File: src/rtl/bit_serial_adder.sv
// bit_serial_adder: LSB-first serial adder built around one _full_adder cell.
// One operand bit is added per clock; the carry is registered and fed back
// into the cell's Cin.  A start/busy/done handshake frames each addition.
// Optional: define BIT_SERIAL_ADDER_OVF_EN to add a registered signed-overflow
// output (ovf), evaluated on the final bit.

// Gate-level full adder cell: the only arithmetic element of the serial adder.
module _full_adder (
   input  logic a,
   input  logic b,
   input  logic Cin,
   output logic S,
   output logic Cout
);
   logic p;

   assign p    = a ^ b;
   assign S    = p ^ Cin;
   assign Cout = (a & b) | (p & Cin);
endmodule

module bit_serial_adder #(
   parameter int WIDTH = 8
) (
   input  logic             clk,
   input  logic             rst_n,
   input  logic             start,
   input  logic [WIDTH-1:0] a,
   input  logic [WIDTH-1:0] b,
   input  logic             Cin,
   output logic             busy,
   output logic             done,
   output logic [WIDTH-1:0] S,
   output logic             Cout
`ifdef BIT_SERIAL_ADDER_OVF_EN
   ,
   output logic             ovf
`endif
);

   // Counter is at least one bit wide so WIDTH=1 still elaborates cleanly.
   localparam int            CW   = (WIDTH > 1) ? $clog2(WIDTH) : 1;
   localparam logic [CW-1:0] LAST = CW'(WIDTH - 1);

   typedef enum logic [1:0] {
      IDLE,
      RUN,
      DONE
   } state_t;

   state_t           state;
   logic [WIDTH-1:0] a_sh;
   logic [WIDTH-1:0] b_sh;
   logic [WIDTH-1:0] sum_sh;
   logic [WIDTH-1:0] sum_next;
   logic             carry;
   logic [CW-1:0]    cnt;
   logic             s_bit;
   logic             cout_bit;
   logic             last;

   _full_adder u_fa (
      .a    (a_sh[0]),
      .b    (b_sh[0]),
      .Cin  (carry),
      .S    (s_bit),
      .Cout (cout_bit)
   );

   // New sum bit enters at the MSB; after WIDTH shifts bit 0 is the LSB result.
   // Written without a part-select so the same expression covers WIDTH=1.
   assign sum_next = (sum_sh >> 1) | (WIDTH'(s_bit) << (WIDTH - 1));
   assign last     = (cnt == LAST);

   // Control FSM, serial datapath and registered outputs.
   always_ff @(posedge clk or negedge rst_n) begin
      if (!rst_n) begin
         state  <= IDLE;
         busy   <= 1'b0;
         done   <= 1'b0;
         S      <= '0;
         Cout   <= 1'b0;
         // NOTE: the datapath registers are reset too, so an aborted run
         // leaves no stale operand, carry or count behind.
         a_sh   <= '0;
         b_sh   <= '0;
         sum_sh <= '0;
         carry  <= 1'b0;
         cnt    <= '0;
`ifdef BIT_SERIAL_ADDER_OVF_EN
         ovf    <= 1'b0;
`endif
      end else begin
         case (state)
            IDLE: begin
               if (start) begin
                  // NOTE: non-blocking assignments so every register here
                  // samples pre-edge values regardless of statement order.
                  a_sh   <= a;
                  b_sh   <= b;
                  carry  <= Cin;
                  cnt    <= '0;
                  sum_sh <= '0;
                  busy   <= 1'b1;
                  state  <= RUN;
               end
            end
            RUN: begin
               sum_sh <= sum_next;
               carry  <= cout_bit;
               a_sh   <= a_sh >> 1;
               b_sh   <= b_sh >> 1;
               cnt    <= cnt + 1'b1;
               if (last) begin
                  S     <= sum_next;
                  Cout  <= cout_bit;
`ifdef BIT_SERIAL_ADDER_OVF_EN
                  // carry currently holds the carry into the MSB position.
                  ovf   <= carry ^ cout_bit;
`endif
                  busy  <= 1'b0;
                  done  <= 1'b1;
                  state <= DONE;
               end
            end
            DONE: begin
               done  <= 1'b0;
               state <= IDLE;
            end
            default: begin
               busy  <= 1'b0;
               done  <= 1'b0;
               state <= IDLE;
            end
         endcase
      end
   end

endmodule

File: config.mk
export PLATFORM = sky130hd
export DESIGN_NAME = bit_serial_adder
export DESIGN_NICKNAME = d
export VERILOG_FILES = /design/src/rtl/bit_serial_adder.sv
export SDC_FILE = /design/constraint.sdc
export NUM_CORES = 1
export LEC_CHECK = 0
export CAP_MARGIN = 15
export CORE_MARGIN = 10
export CORE_UTILIZATION = 51
export DETAILED_ROUTE_END_ITERATION = 8
export PLACE_DENSITY = 0.78
export SLEW_MARGIN = 15
export SYNTH_ARGS = -nofsm -noshare
export SYNTH_HDL_FRONTEND = slang
export SYNTH_HIERARCHICAL = 1
export SYNTH_SLANG_ARGS = --single-unit
File: constraint.sdc
create_clock -name clk -period 1.8 [get_ports clk]
set_input_delay 0.18 -clock clk [delete_from_list [all_inputs] [get_ports clk]]
set_output_delay 0.18 -clock clk [all_outputs]
set_load 0.005 [all_outputs]
==> reports/qor.yml <==
logic_synthesis:
  syn_avg_cell_area_sq_um: 12.6
  synth_area_sq_um: 1710
  synth_ff_type: "dfrtp_1"
  yosys.cell_types.count: 24
  synthCells: 135
  syn_nets: 158
  synth_seq_cells: 40
  synth-seq-area-share: 0.587
  async_flop_share: 1.00
  yosysWarnings: 6
  synth_edf_count: 0
pwr:
  p_leak_nw: 0.959
  ir_worst_vdd_v: 0.000849
  power_density_nw_per_um2: 1690
final_layout:
  antenna_cells: 0
  final_nets: 191
  finalInstanceArea_sq_um: 2130
  layout_commonest_cell: "dfrtp_1"
  final_layout_size_suffix_gt1_frac: 0.166
  area_growth_pct: 24.9
  layout_common_cells: "dfrtp_1 (40), clkdlybuf4s50_1 (29), nor2_1 (14)"
  num-fill-cells: 259
  post-route-util: 0.681
cts:
  clock_path_buffers: 2
  path_clk_slew_ps: 120
  clk_latency_ps: 360
  clock-root-buffer: "clkbuf_4"
  h-tree-depth: 2
  cts_tree: "done"
  post_cts_buffers: 0
  clock_sinks: 40
  numCtsBuffers: 5
worst_setup_path:
  critPathRequiredTime_ps: 2100
  start_kind: "flip-flop"
  path_class: "reg -> reg"
  endpoint_kind: "flip-flop"
  reg2reg_from: "state[0]"
  r2r_slack_ps: 310
  crit_fanout: 11
  cp_data_arrival_time_ps: 1790
  worstSetupStartpoint: "state[0]"
global_route:
  grt_pass1_wl_mm: 6.07
  grt_pass1_vias: 1276
  grt_max_degree: 41
  grt-ovfl-total: 0
  grt_usage: 0.123
  antenna_found_initial: 0
sta:
  fin_worst_skew_ps: 10.3
  layout_setup_ws_ps: 311
  layout_worst_path_cycle_share: 0.827
  fmax_mhz: 671
  setup_viol: 0
  hold_violations: 0
  tns_ps: 0
  max_slew_margin: 0.480
  worst_pin_slew_ps: 778
  whs_ps: 386
  period_needed_ps: 1490
  grt_setup_unrepaired: "false"
  maxSlewViolCount: 0
drt:
  dr.pass1.iters: 4
  num_vias: 1198
  wl_mm: 3.53
  vias_per_cell: 5.62
  drc: 0
  drt.antenna.violating_nets: 0
  wl_per_cell_um: 16.6
  drt_iter0_drc: 93
place:
  hpwl_mm: 2.60
  postPlaceCellArea_sq_um: 2030
  post-place-ws_ps: 91.4
  port-buffer-count: 30
  gp_congestion: 0.764
floorplanning:
  die_width_um: 77.8
  start_util: 0.545
  rows: 20
  dieArea_sq_um: 6060
  die_h_um: 77.8
  ios: 31
  core_area_sq_um: 3130
run_status:
  status: "finished, final reports clean"
min_path:
  hold_path_class: "in -> async"
job:
  max_cap_violations: 0
-- metal layers --
layer | GRT usage | share of wire | vias up
li1 | - | - | 555
met1 | 0.138 | 0.43 | 599
met2 | 0.200 | 0.48 | 36
met3 | 0.0438 | 0.064 | 8
met4 | 0.0657 | 0.022 | 0
met5 | 0 | 0 | -
-- cells in the mapped netlist, types with 2 or more instances --
| master | instances | area share |
|---|---|---|
| a21oi_1 | 13 | 0.038 |
| a22o_1 | 10 | 0.051 |
| buf_2 | 3 | 0.0088 |
| buf_4 | 3 | 0.013 |
| dfrtp_1 | 40 | 0.59 |
| ha_1 | 2 | 0.015 |
| inv_1 | 4 | 0.0088 |
| mux2_4 | 9 | 0.079 |
| nand2_1 | 3 | 0.0066 |
| nand2b_1 | 2 | 0.0073 |
| nand3b_1 | 4 | 0.018 |
| nor2_1 | 14 | 0.031 |
| o21ai_0 | 4 | 0.012 |
| o221a_2 | 4 | 0.026 |
| o22ai_1 | 11 | 0.040 |
-- critical path, stage by stage (launching register included) --
cell,delay [ps]
dfrtp_1,510
o21bai_1,680
a22o_1,240
-- layout make-up --
| class | instances | area [sq um] | area share |
|---|---|---|---|
| Sequential cell | 40 | 1000 | 0.470 |
| Multi-Input combinational cell | 83 | 637 | 0.299 |
| Timing Repair Buffer | 34 | 328 | 0.154 |
| Clock buffer | 7 | 65.1 | 0.0305 |
| Tap cell | 44 | 55.1 | 0.0258 |
| Clock inverter | 1 | 30.0 | 0.0141 |
| Inverter | 4 | 15.0 | 0.00705 |
-- flip-flops by register name, summed over array words and instances, names as in the netlist --
name    cells
state       2
sum_sh      7
done        1
S           8
carry       1
cnt         3
b_sh        8
Cout        1
busy        1
a_sh        8
-- power breakdown --
group          total [W]  leakage, nW  switching [W]  internal, W
Sequential       0.00160        0.483       0.000290      0.00131
Combinational    0.00135        0.425       0.000551     0.000798
Clock           0.000664       0.0515       0.000295     0.000369
Total            0.00361        0.959        0.00114      0.00247
-- cell families (layout without fill, tap and decap cells) --
group | count (synthesis) | after routing | share of synthesized area
multiplexers | 9 | 9 | 0.0792
AO/OA/AOI/OAI | 45 | 45 | 0.184
buffers and inverters | 12 | 46 | 0.0396
flip-flops | 40 | 40 | 0.587
AND/OR/NAND/NOR | 26 | 26 | 0.0836
adder cells (fa/ha/maj) | 3 | 3 | 0.0264
-- through the flow --
step	power (W)	instances
after CTS	0.00364	213
after global routing	0.00388	213
after global placement	0.00289	204
after detailed placement	0.00298	204
after floorplan	0.00250	135
final	0.00361	213
-- repair_timing --
action | CTS | global route
endpoints found under the setup margin | 0 | 0
hold buffers | 1 | 0
hold endpoints to repair | 40 | 0
resized for setup | 0 | 0
-- path summary, 6_finish.rpt --
| kind | to | cells past startpoint |
|---|---|---|
| max | sum_sh[2] | 2 |
| min | S[6] | 3 |
| max reg2reg | sum_sh[2] | 2 |
| min reg2reg | a_sh[7] | 1 |
| max in group asynchronous | b_sh[6] | 3 |
| min in group clk | a_sh[2] | 3 |
No activity file was read; power rests on OpenSTA's default activity.
